===== src/rtl/axi_reg_slice_pkg.sv =====
// Shared definitions for the AXI3 register slice: skid-buffer state
// encoding and the fixed AXI3 control-field widths.
package axi_reg_slice_pkg;

  typedef enum logic [1:0] {
    ST_EMPTY = 2'b00,
    ST_ONE   = 2'b01,
    ST_FULL  = 2'b10
  } skid_state_t;

  localparam int LEN_W   = 4;
  localparam int LOCK_W  = 2;
  localparam int SIZE_W  = 3;
  localparam int BURST_W = 2;
  localparam int RESP_W  = 2;

endpackage


===== src/rtl/axi_skid_buf.sv =====
// Two-entry registered skid buffer. Ready and valid are flops, so no
// combinational path crosses from input handshake to output handshake.
module axi_skid_buf
  import axi_reg_slice_pkg::*;
#(
  parameter int WIDTH = 8
) (
  input  logic             clk,
  input  logic             rst,
  input  logic             i_in_valid,
  output logic             o_in_ready,
  input  logic [WIDTH-1:0] i_in_data,
  output logic             o_out_valid,
  input  logic             i_out_ready,
  output logic [WIDTH-1:0] o_out_data,
  output logic             o_busy
);

  skid_state_t      r_state;
  logic             r_in_ready;
  logic             r_out_valid;
  logic [WIDTH-1:0] r_out_data;
  logic [WIDTH-1:0] r_skid_data;
  logic             w_in_fire;
  logic             w_out_fire;

  assign w_in_fire  = i_in_valid & r_in_ready;
  assign w_out_fire = r_out_valid & i_out_ready;

  // State, handshake flops and payload registers all advance together;
  // in_ready stays low out of reset until the first edge in EMPTY.
  always_ff @(posedge clk or posedge rst) begin
    if (rst) begin
      r_state     <= ST_EMPTY;
      r_in_ready  <= 1'b0;
      r_out_valid <= 1'b0;
      r_out_data  <= '0;
      r_skid_data <= '0;
    end else begin
      case (r_state)
        ST_EMPTY: begin
          r_in_ready <= 1'b1;
          if (w_in_fire) begin
            r_state     <= ST_ONE;
            r_out_valid <= 1'b1;
            r_out_data  <= i_in_data;
          end
        end
        ST_ONE: begin
          if (w_in_fire && !w_out_fire) begin
            r_state     <= ST_FULL;
            r_in_ready  <= 1'b0;
            r_skid_data <= i_in_data;
          end else if (!w_in_fire && w_out_fire) begin
            r_state     <= ST_EMPTY;
            r_out_valid <= 1'b0;
          end else if (w_in_fire && w_out_fire) begin
            r_out_data  <= i_in_data;
          end
        end
        ST_FULL: begin
          if (w_out_fire) begin
            r_state    <= ST_ONE;
            r_in_ready <= 1'b1;
            r_out_data <= r_skid_data;
          end
        end
        default: begin
          r_state     <= ST_EMPTY;
          r_in_ready  <= 1'b0;
          r_out_valid <= 1'b0;
        end
      endcase
    end
  end

  assign o_in_ready  = r_in_ready;
  assign o_out_valid = r_out_valid;
  assign o_out_data  = r_out_data;
  assign o_busy      = (r_state != ST_EMPTY);

endmodule


===== src/rtl/axi_reg_slice.sv =====
// AXI3 register slice: each of AW, W, AR (S->M) and B, R (M->S) goes
// through its own skid buffer. This level only packs and unpacks payloads.
module axi_reg_slice
  import axi_reg_slice_pkg::*;
#(
  parameter int WIDTH_ID = 4,
  parameter int WIDTH_AD = 32,
  parameter int WIDTH_DA = 32,
  parameter int WIDTH_DS = WIDTH_DA / 8
) (
  input  logic                ACLK,
  input  logic                ARESET,
  // AW
  input  logic [WIDTH_ID-1:0] S_AWID,
  input  logic [WIDTH_AD-1:0] S_AWADDR,
  input  logic [LEN_W-1:0]    S_AWLEN,
  input  logic [LOCK_W-1:0]   S_AWLOCK,
  input  logic [SIZE_W-1:0]   S_AWSIZE,
  input  logic [BURST_W-1:0]  S_AWBURST,
  input  logic                S_AWVALID,
  output logic                S_AWREADY,
  output logic [WIDTH_ID-1:0] M_AWID,
  output logic [WIDTH_AD-1:0] M_AWADDR,
  output logic [LEN_W-1:0]    M_AWLEN,
  output logic [LOCK_W-1:0]   M_AWLOCK,
  output logic [SIZE_W-1:0]   M_AWSIZE,
  output logic [BURST_W-1:0]  M_AWBURST,
  output logic                M_AWVALID,
  input  logic                M_AWREADY,
  // W
  input  logic [WIDTH_ID-1:0] S_WID,
  input  logic [WIDTH_DA-1:0] S_WDATA,
  input  logic [WIDTH_DS-1:0] S_WSTRB,
  input  logic                S_WLAST,
  input  logic                S_WVALID,
  output logic                S_WREADY,
  output logic [WIDTH_ID-1:0] M_WID,
  output logic [WIDTH_DA-1:0] M_WDATA,
  output logic [WIDTH_DS-1:0] M_WSTRB,
  output logic                M_WLAST,
  output logic                M_WVALID,
  input  logic                M_WREADY,
  // AR
  input  logic [WIDTH_ID-1:0] S_ARID,
  input  logic [WIDTH_AD-1:0] S_ARADDR,
  input  logic [LEN_W-1:0]    S_ARLEN,
  input  logic [LOCK_W-1:0]   S_ARLOCK,
  input  logic [SIZE_W-1:0]   S_ARSIZE,
  input  logic [BURST_W-1:0]  S_ARBURST,
  input  logic                S_ARVALID,
  output logic                S_ARREADY,
  output logic [WIDTH_ID-1:0] M_ARID,
  output logic [WIDTH_AD-1:0] M_ARADDR,
  output logic [LEN_W-1:0]    M_ARLEN,
  output logic [LOCK_W-1:0]   M_ARLOCK,
  output logic [SIZE_W-1:0]   M_ARSIZE,
  output logic [BURST_W-1:0]  M_ARBURST,
  output logic                M_ARVALID,
  input  logic                M_ARREADY,
  // B
  input  logic [WIDTH_ID-1:0] M_BID,
  input  logic [RESP_W-1:0]   M_BRESP,
  input  logic                M_BVALID,
  output logic                M_BREADY,
  output logic [WIDTH_ID-1:0] S_BID,
  output logic [RESP_W-1:0]   S_BRESP,
  output logic                S_BVALID,
  input  logic                S_BREADY,
  // R
  input  logic [WIDTH_ID-1:0] M_RID,
  input  logic [WIDTH_DA-1:0] M_RDATA,
  input  logic [RESP_W-1:0]   M_RRESP,
  input  logic                M_RLAST,
  input  logic                M_RVALID,
  output logic                M_RREADY,
  output logic [WIDTH_ID-1:0] S_RID,
  output logic [WIDTH_DA-1:0] S_RDATA,
  output logic [RESP_W-1:0]   S_RRESP,
  output logic                S_RLAST,
  output logic                S_RVALID,
  input  logic                S_RREADY,
  output logic                CACTIVE
);

  localparam int AX_W = WIDTH_ID + WIDTH_AD + LEN_W + LOCK_W + SIZE_W + BURST_W;
  localparam int W_W  = WIDTH_ID + WIDTH_DA + WIDTH_DS + 1;
  localparam int B_W  = WIDTH_ID + RESP_W;
  localparam int R_W  = WIDTH_ID + WIDTH_DA + RESP_W + 1;

  logic [AX_W-1:0] w_aw_out, w_ar_out;
  logic [W_W-1:0]  w_w_out;
  logic [B_W-1:0]  w_b_out;
  logic [R_W-1:0]  w_r_out;
  logic [4:0]      w_busy;
  logic            r_cactive;

  axi_skid_buf #(.WIDTH(AX_W)) u_aw (
    .clk(ACLK), .rst(ARESET),
    .i_in_valid(S_AWVALID), .o_in_ready(S_AWREADY),
    .i_in_data({S_AWID, S_AWADDR, S_AWLEN, S_AWLOCK, S_AWSIZE, S_AWBURST}),
    .o_out_valid(M_AWVALID), .i_out_ready(M_AWREADY), .o_out_data(w_aw_out),
    .o_busy(w_busy[0])
  );
  assign {M_AWID, M_AWADDR, M_AWLEN, M_AWLOCK, M_AWSIZE, M_AWBURST} = w_aw_out;

  axi_skid_buf #(.WIDTH(W_W)) u_w (
    .clk(ACLK), .rst(ARESET),
    .i_in_valid(S_WVALID), .o_in_ready(S_WREADY),
    .i_in_data({S_WID, S_WDATA, S_WSTRB, S_WLAST}),
    .o_out_valid(M_WVALID), .i_out_ready(M_WREADY), .o_out_data(w_w_out),
    .o_busy(w_busy[1])
  );
  assign {M_WID, M_WDATA, M_WSTRB, M_WLAST} = w_w_out;

  axi_skid_buf #(.WIDTH(AX_W)) u_ar (
    .clk(ACLK), .rst(ARESET),
    .i_in_valid(S_ARVALID), .o_in_ready(S_ARREADY),
    .i_in_data({S_ARID, S_ARADDR, S_ARLEN, S_ARLOCK, S_ARSIZE, S_ARBURST}),
    .o_out_valid(M_ARVALID), .i_out_ready(M_ARREADY), .o_out_data(w_ar_out),
    .o_busy(w_busy[2])
  );
  assign {M_ARID, M_ARADDR, M_ARLEN, M_ARLOCK, M_ARSIZE, M_ARBURST} = w_ar_out;

  axi_skid_buf #(.WIDTH(B_W)) u_b (
    .clk(ACLK), .rst(ARESET),
    .i_in_valid(M_BVALID), .o_in_ready(M_BREADY),
    .i_in_data({M_BID, M_BRESP}),
    .o_out_valid(S_BVALID), .i_out_ready(S_BREADY), .o_out_data(w_b_out),
    .o_busy(w_busy[3])
  );
  assign {S_BID, S_BRESP} = w_b_out;

  axi_skid_buf #(.WIDTH(R_W)) u_r (
    .clk(ACLK), .rst(ARESET),
    .i_in_valid(M_RVALID), .o_in_ready(M_RREADY),
    .i_in_data({M_RID, M_RDATA, M_RRESP, M_RLAST}),
    .o_out_valid(S_RVALID), .i_out_ready(S_RREADY), .o_out_data(w_r_out),
    .o_busy(w_busy[4])
  );
  assign {S_RID, S_RDATA, S_RRESP, S_RLAST} = w_r_out;

  // Registered activity flag: any buffer holding data.
  always_ff @(posedge ACLK or posedge ARESET) begin
    if (ARESET) r_cactive <= 1'b0;
    else        r_cactive <= |w_busy;
  end

  assign CACTIVE = r_cactive;

endmodule


===== config.mk =====
export PLATFORM = sky130hd
export DESIGN_NAME = axi_reg_slice
export DESIGN_NICKNAME = d
export VERILOG_FILES = /design/src/rtl/axi_reg_slice_pkg.sv /design/src/rtl/axi_skid_buf.sv /design/src/rtl/axi_reg_slice.sv
export SDC_FILE = /design/constraint.sdc
export NUM_CORES = 1
export LEC_CHECK = 0
export ABC_AREA = 1
export BUFFER_PORTS_ARGS = -buffer_cell sky130_fd_sc_hd__buf_2
export CORE_UTILIZATION = 35
export DETAILED_ROUTE_END_ITERATION = 8
export GPL_ROUTABILITY_DRIVEN = 0
export GPL_TIMING_DRIVEN = 0
export SYNTH_ARGS = -nofsm -noshare
export SYNTH_HDL_FRONTEND = slang
export SYNTH_HIERARCHICAL = 1
export SYNTH_SLANG_ARGS = --single-unit
export TNS_END_PERCENT = 5

===== constraint.sdc =====
create_clock -name ACLK -period 4.3 [get_ports ACLK]
set_clock_uncertainty 0.15 [all_clocks]
set_input_delay 0.43 -clock ACLK [delete_from_list [all_inputs] [get_ports ACLK]]
set_output_delay 0.43 -clock ACLK [all_outputs]
set_load 0.03 [all_outputs]

==> run summary, run 1 <==
Status = completed
Reg power frac = 33.0%
Power Dens Cells = 769 nW/um2
Synth Register Bits = 381
Die X = 227 um
Global Route Usage Sum = 20.8%
Vias in the first global route = 16400
Antenna violations before repair = 4
Yosys cell types = 22
Initial Util = 35.8%
Final slew viol count = 0
Area Growth Syn to Fin = 34.9%
Post_cts resized = 0
Total length of routed wires = 53600 um
Crit end category = flip-flop
Worst slack, placed = 2.13 ns
Maximum clock rate = 0.485 GHz
Synth Instances = 2183
Worst-margin pin slew = 0.733 ns
Commonest non-fill, non-tap cell in the layout = nand2_1
RSZ-0062 raised after global routing = false
Hold slack = 0.122 ns
Clock sink count = 381
# IOs = 383
DR iter-0 viols = 884
IO buf count = 382
Most frequent cells in the layout = nand2_1, buf_2, dfrtp_1, nand3_1, inv_1
Synth Area in Compound Gates = 9.40%
Post-route DRC = 0
Setup violators final = 0
WL/cell = 15.3 um
Setup CP Type = flip-flop to flip-flop
Required time of the worst setup path = 4.64 ns
Root Buffer = clkbuf_16
Placed Instances = 3233
Post-synthesis mux area share = 0%
Cell accounting for the most synthesized area = dfrtp_1
Slew Limit Headroom = 51.1%
Leakage power = 13.1 nW
Minimum clock period = 2.06 ns
Ranking of synthesized cells by area = dfrtp_1, nand2_1, nand3_1
Grt ovf = 0
Logic pwr share = 46.2%
DR vias/cell = 4.72
Final period utilization = 48.0%
Fin nets = 3004
Drt pass-1 iters = 7
H-Tree Depth = 2
Inserted Clock Buffers = 45
Arrival @ worst endpoint = 2.41 ns
Final WS setup = 2.24 ns
Share of layout cells above drive strength 1 = 21.7%
Pin count of the biggest net entering global routing = 69
Hold/Removal Path Class = input port to flip-flop
Int Power = 10.2 mW
Total of max-cap violations = 0
Simple-Gate Fraction of Synth Area = 26.0%
Maximum fanout along the worst path = 10
Worst vdd ir = 0.000351 V
Yosys top cell area share = 53.9%
Critical Path Start Type = flip-flop
First-pass GRT wire length = 85200 um
Sw Pwr = 8.15 mW
Sw frac = 44.4%
Final Hold Viols = 0
Flop2flop setup slack = 2.24 ns
Syn. warnings = 6
Final std cells w/o fill = 3499
TNS Setup = 0 ns
Die footprint = 51400 um2
Detail Placement HPWL = 38900 um
Synth Area per Inst = 8.10 um2
Core outline area = 49400 um2
Sequential share of the synthesized area = 53.9%
Chip height = 227 um
TritonCTS clock tree = done
Mapped Area = 17700 um2
Synth Area in XOR/XNOR = 0%
Antenna-violating nets left = 0
CTS clk-pin slew, worst paths = 0.06 ns
Largest buffer count on any clock path = 3
Syn nets = 2390
Later-pin clock latency in the skew report = 0.56 ns
Clock power share = 20.8%
Row count = 81
Via count = 16500
Largest family of logic cells by synthesized area = simple AND/OR/NAND/NOR gates
Adder-cell share of the synthesized area = 1.06%
-- worst max-delay path, stage by stage, from the launching register on --
cell     delay, ns
dfrtp_1       0.43
nand2_1       0.16
inv_1         0.08
ha_1          0.20
nor2_1        0.11
nand3_1       0.08
nand2_1       0.17
buf_4         0.22
buf_4         0.19
nand3_1       0.11
nand2_1       0.09
-- area by class of cell --
cell class                      count  area (um2)
Fill cell                        4883       25500
Tap cell                          664         831
Timing Repair Buffer              567        3830
Antenna cell                        2        5.00
Clock buffer                       71        1400
Multi-Input combinational cell   1448        6450
Clock inverter                     12        97.6
Inverter                          217         832
Sequential cell                   381        9530
Buffer                            137         876
-- timing repair --
action                                 4_1_cts  5_1_grt
setup buffers                                0        0
endpoints found under the hold margin      300        0
hold buffers                               181        0
-- final timing paths --
path | startpoint | endpoint | cells after the start
setup / recovery | u_ar/o_out_valid | u_ar/o_out_data[20] | 10
min in group asynchronous | ARESET | CACTIVE | 3
setup reg to reg | u_ar/o_out_valid | u_ar/o_out_data[20] | 10
max in group asynchronous | ARESET | u_aw/o_out_data[20] | 4
hold reg to reg | u_r/o_out_data[20] | u_r/o_out_data[20] | 2
hold / removal | S_BREADY | u_b/r_state[1] | 4
-- state kept, by name (all words and copies together), names as in the netlist, 2 cells and up --
name,cells
u_b/r_skid_data,6
u_ar/r_state,2
u_aw/r_state,2
u_aw/r_skid_data,47
u_aw/o_out_data,47
u_ar/o_out_data,47
u_w/r_state,2
u_r/o_out_data,39
u_b/r_state,2
u_ar/r_skid_data,47
u_b/o_out_data,6
u_r/r_state,2
u_r/r_skid_data,39
u_w/r_skid_data,41
u_w/o_out_data,41
-- power by group through the flow --
stage / Clock (mW) / Sequential [mW] / Combinational, mW
final: 3.82 / 6.05 / 8.48
after global routing: 4.08 / 6.24 / 9.39
after detailed placement: 0 / 6.10 / 8.37
after floorplan: 0 / 7.72 / 4.16
after CTS: 3.94 / 6.06 / 8.52
after global placement: 0 / 6.05 / 8.20
-- synthesized netlist by cell type --
cell type	number
a21oi_1	140
buf_2	57
buf_4	21
buf_6	28
clkbuf_1	30
clkbuf_2	1
dfrtp_1	381
ha_1	15
inv_1	204
inv_2	10
inv_4	3
nand2_1	675
nand2_2	17
nand2_4	2
nand3_1	237
nand3_2	9
nand3b_1	3
nand4_1	5
nor2_1	149
nor2_4	4
o21ai_0	189
o21ai_1	3
-- layer usage --
| metal | up-vias | track usage (%) | routed length [um] |
|---|---|---|---|
| met3 | 98 | 4.48 | 3200 |
| met4 | 4 | 6.45 | 1290 |
| met1 | 7861 | 26.9 | 23600 |
| li1 | 8122 | - | - |
| met5 | - | 0 | 27 |
| met2 | 447 | 34.7 | 25600 |
-- logic make-up after synthesis --
logic type,after synthesis
compound gates,332
fa+ha+maj,15
buf+inv,354
flops,381
simple gates,1101
-- per-stage QoR --
step / area [um2] / utilization, % / power (mW)
2_1_floorplan: 17700 / - / 11.9
3_3_place_gp: 20400 / 41.4 / 14.2
3_5_place_dp: 20500 / 41.6 / 14.5
4_1_cts: 23800 / 48.3 / 18.5
5_1_grt: 23900 / 48.3 / 19.7
6_report: 23900 / 48.3 / 18.4
Note: power is estimated with default switching activity, not from simulation.
==> run 2, diff against run 1 <==
==> constraint.sdc (replaced) <==
create_clock -name ACLK -period 2.1 [get_ports ACLK]
set_clock_uncertainty 0.15 [all_clocks]
set_input_delay 0.21 -clock ACLK [delete_from_list [all_inputs] [get_ports ACLK]]
set_output_delay 0.21 -clock ACLK [all_outputs]
set_load 0.03 [all_outputs]
==> run 2 against run 1 <==
Effect of this change:
- die area unchanged
- register-to-register slack lost 2.1 ns
- power rose by 110%
- sequential cell count unchanged
- sequential share of layout area decreased by 0.31 points
- non-clock buffer count increased by 15
- critical endpoint is now u_aw/r_skid_data[20]
- sequential power is 100% higher
- setup slack worse by 2.1 ns
- combinational power grew 110%
==> run summary, run 2 (synthesis gave the netlist of run 1 again) <==
Status = completed (unchanged)
DR iter-0 viols = 1026 (was 884)
Drt pass-1 iters = 5 (was 7)
TNS Setup = 0 ns (unchanged)
Chip height = 227 um (unchanged)
Setup violators final = 0 (unchanged)
Total length of routed wires = 53800 um (was 53600 um)
Root Buffer = clkbuf_16 (unchanged)
Detail Placement HPWL = 38900 um (about the same)
Antenna-violating nets left = 0 (unchanged)
First-pass GRT wire length = 85800 um (was 85200 um)
Placed cell area = 20600 um2 (was 20500 um2)
Later-pin clock latency in the skew report = 0.56 ns (about the same)
Core outline area = 49400 um2 (unchanged)
WL/cell = 15.3 um (about the same)
Clock sink count = 381 (unchanged)
Required time of the worst setup path = 2.44 ns (was 4.64 ns)
Die footprint = 51400 um2 (unchanged)
Commonest non-fill, non-tap cell in the layout = nand2_1 (unchanged)
Final std cells w/o fill = 3515 (was 3499)
Area Growth Syn to Fin = 36.0% (was 34.9%)
CP Cell Sequence = nand2_2, inv_1, ha_1, nand3_2, clkbuf_1, nor2_1, a21oi_1 (was nand2_1, inv_1, ha_1, nor2_1, nand3_1, nand2_1, buf_4, buf_4, nand3_1, nand2_1)
Worst vdd ir = 0.000751 V (was 0.000351 V)
Fillers = 4770 (was 4883)
Vias in the first global route = 16400 (about the same)
Area of the multi-input gates = 6460 um2 (was 6450 um2)
Arrival @ worst endpoint = 2.34 ns (was 2.41 ns)
IO buf count = 382 (unchanged)
Minimum clock period = 2.00 ns (was 2.06 ns)
RSZ-0062 raised after global routing = true (was false)
Grt ovf = 0 (unchanged)
Sequential cell area = 9530 um2 (unchanged)
Crit end category = flip-flop (unchanged)
Critical Path Start Type = flip-flop (unchanged)
Placed Instances = 3234 (was 3233)
Setup CP Type = flip-flop to flip-flop (unchanged)
Via count = 16700 (was 16500)
Leakage power = 13.2 nW (was 13.1 nW)
Row count = 81 (unchanged)
Initial Util = 35.8% (unchanged)
Final core utilization = 48.7% (was 48.3%)
# IOs = 383 (unchanged)
Final period utilization = 95.3% (was 48.0%)
Global Route Usage Sum = 20.9% (was 20.8%)
Power Dens Cells = 1570 nW/um2 (was 769 nW/um2)
H-Tree Depth = 2 (unchanged)
Hold/Removal Path Class = input port to asynchronous set/reset pin (was input port to flip-flop)
CTS clk-pin slew, worst paths = 0.06 ns (about the same)
Slew Limit Headroom = 57.1% (was 51.1%)
CP max stage cell = clkbuf_1 (was dfrtp_1)
Total of max-cap violations = 0 (unchanged)
Flop2flop setup slack = 0.1 ns (was 2.24 ns)
Antenna violations before repair = 4 (unchanged)
CP max stage delay = 0.47 ns (was 0.43 ns)
Most frequent cells in the layout = nand2_1, buf_2, dfrtp_1, nand3_1, inv_1 (unchanged)
Final slew viol count = 0 (unchanged)
Inserted Clock Buffers = 46 (was 45)
Final Hold Viols = 0 (unchanged)
Maximum fanout along the worst path = 10 (unchanged)
Post-route DRC = 0 (unchanged)
Die X = 227 um (unchanged)
Final Cell Area = 24000 um2 (was 23900 um2)
DR vias/cell = 4.76 (was 4.72)
Fin nets = 3020 (was 3004)
Maximum clock rate = 0.500 GHz (was 0.485 GHz)
TritonCTS clock tree = done (unchanged)
Postcts setup bufs = 0 (unchanged)
Worst-margin pin slew = 0.642 ns (was 0.733 ns)
Pin count of the biggest net entering global routing = 73 (was 69)
Share of layout cells above drive strength 1 = 21.7% (about the same)
Largest buffer count on any clock path = 3 (unchanged)
[run 2: cell count changes in the layout (fill, tap and decap cells not counted), moves of 3 or more]
cell / change
nand2_1: -5
nand2_2: +5
buf_4: -3
buf_6: +3
dlygate4sd3_1: +14
[run 2: report_power, final]
part,switching [mW],internal [mW],total [mW]
Sequential,1.56,10.8,12.4
Clock,3.08,4.73,7.81
Combinational,12.1,5.50,17.6
Total,16.7,21.1,37.8
[run 2: worst paths after layout]
path                                    start              endpoint  cells after the start
setup / recovery              u_aw/o_in_ready  u_aw/r_skid_data[20]                      7
hold / removal                         ARESET               CACTIVE                      3
setup reg to reg              u_aw/o_in_ready  u_aw/r_skid_data[20]                      7
hold reg to reg            u_r/o_out_data[12]    u_r/o_out_data[12]                      2
max in group asynchronous              ARESET  u_aw/r_skid_data[20]                      4
min in group ACLK                S_AWADDR[17]  u_aw/r_skid_data[28]                      4
[run 2: final cells by class]
type                       instances  area share (%)
tap                              664            3.46
inverter                         217            3.47
antenna                            4          0.0416
buffer                           137            3.72
clock buffer                      71            5.73
sequential                       381            39.7
timing repair buffer             582            16.6
multi-input combinational       1448            26.9
clock inverter                    11           0.468
[run 2: metrics by stage]
step | total power [mW] | hold slack (ns) | worst slack, ns
3_3_place_gp | 29.2 | 0.0217 | -2.22
3_5_place_dp | 29.6 | 0.0622 | 0.0648
5_1_grt | 40.5 | 0.0731 | -0.0287
2_1_floorplan | 24.3 | -0.211 | -0.822
4_1_cts | 38.0 | 0.0406 | 0.0140
6_report | 37.8 | 0.0618 | 0.0995
[run 2: worst max-delay path, delay by kind of cell (launching register included)]
kind                     cells  cell delay [ns]
AND/OR/NAND/NOR              3             0.39
adder cells (fa/ha/maj)      1             0.23
buffers and inverters        2             0.54
AO/OA/AOI/OAI                1             0.15
flip-flops                   1             0.44
[run 2: repair_timing]
item | 4_1_cts | 5_1_grt
hold endpoints to repair | 628 | 0
resized for setup | 0 | 14
hold buffers | 195 | 0
endpoints found under the setup margin | 0 | 134
[run 2: layer usage]
metal | routed length (um) | track usage (%) | vias to the layer above | part of all wire [%]
met5 | 0 | 0 | - | 0
met4 | 1270 | 6.28 | 0 | 2.4
met3 | 3340 | 4.26 | 94 | 6.2
met2 | 25600 | 34.8 | 519 | 48
met1 | 23600 | 27.1 | 7956 | 44
li1 | - | - | 8146 | -
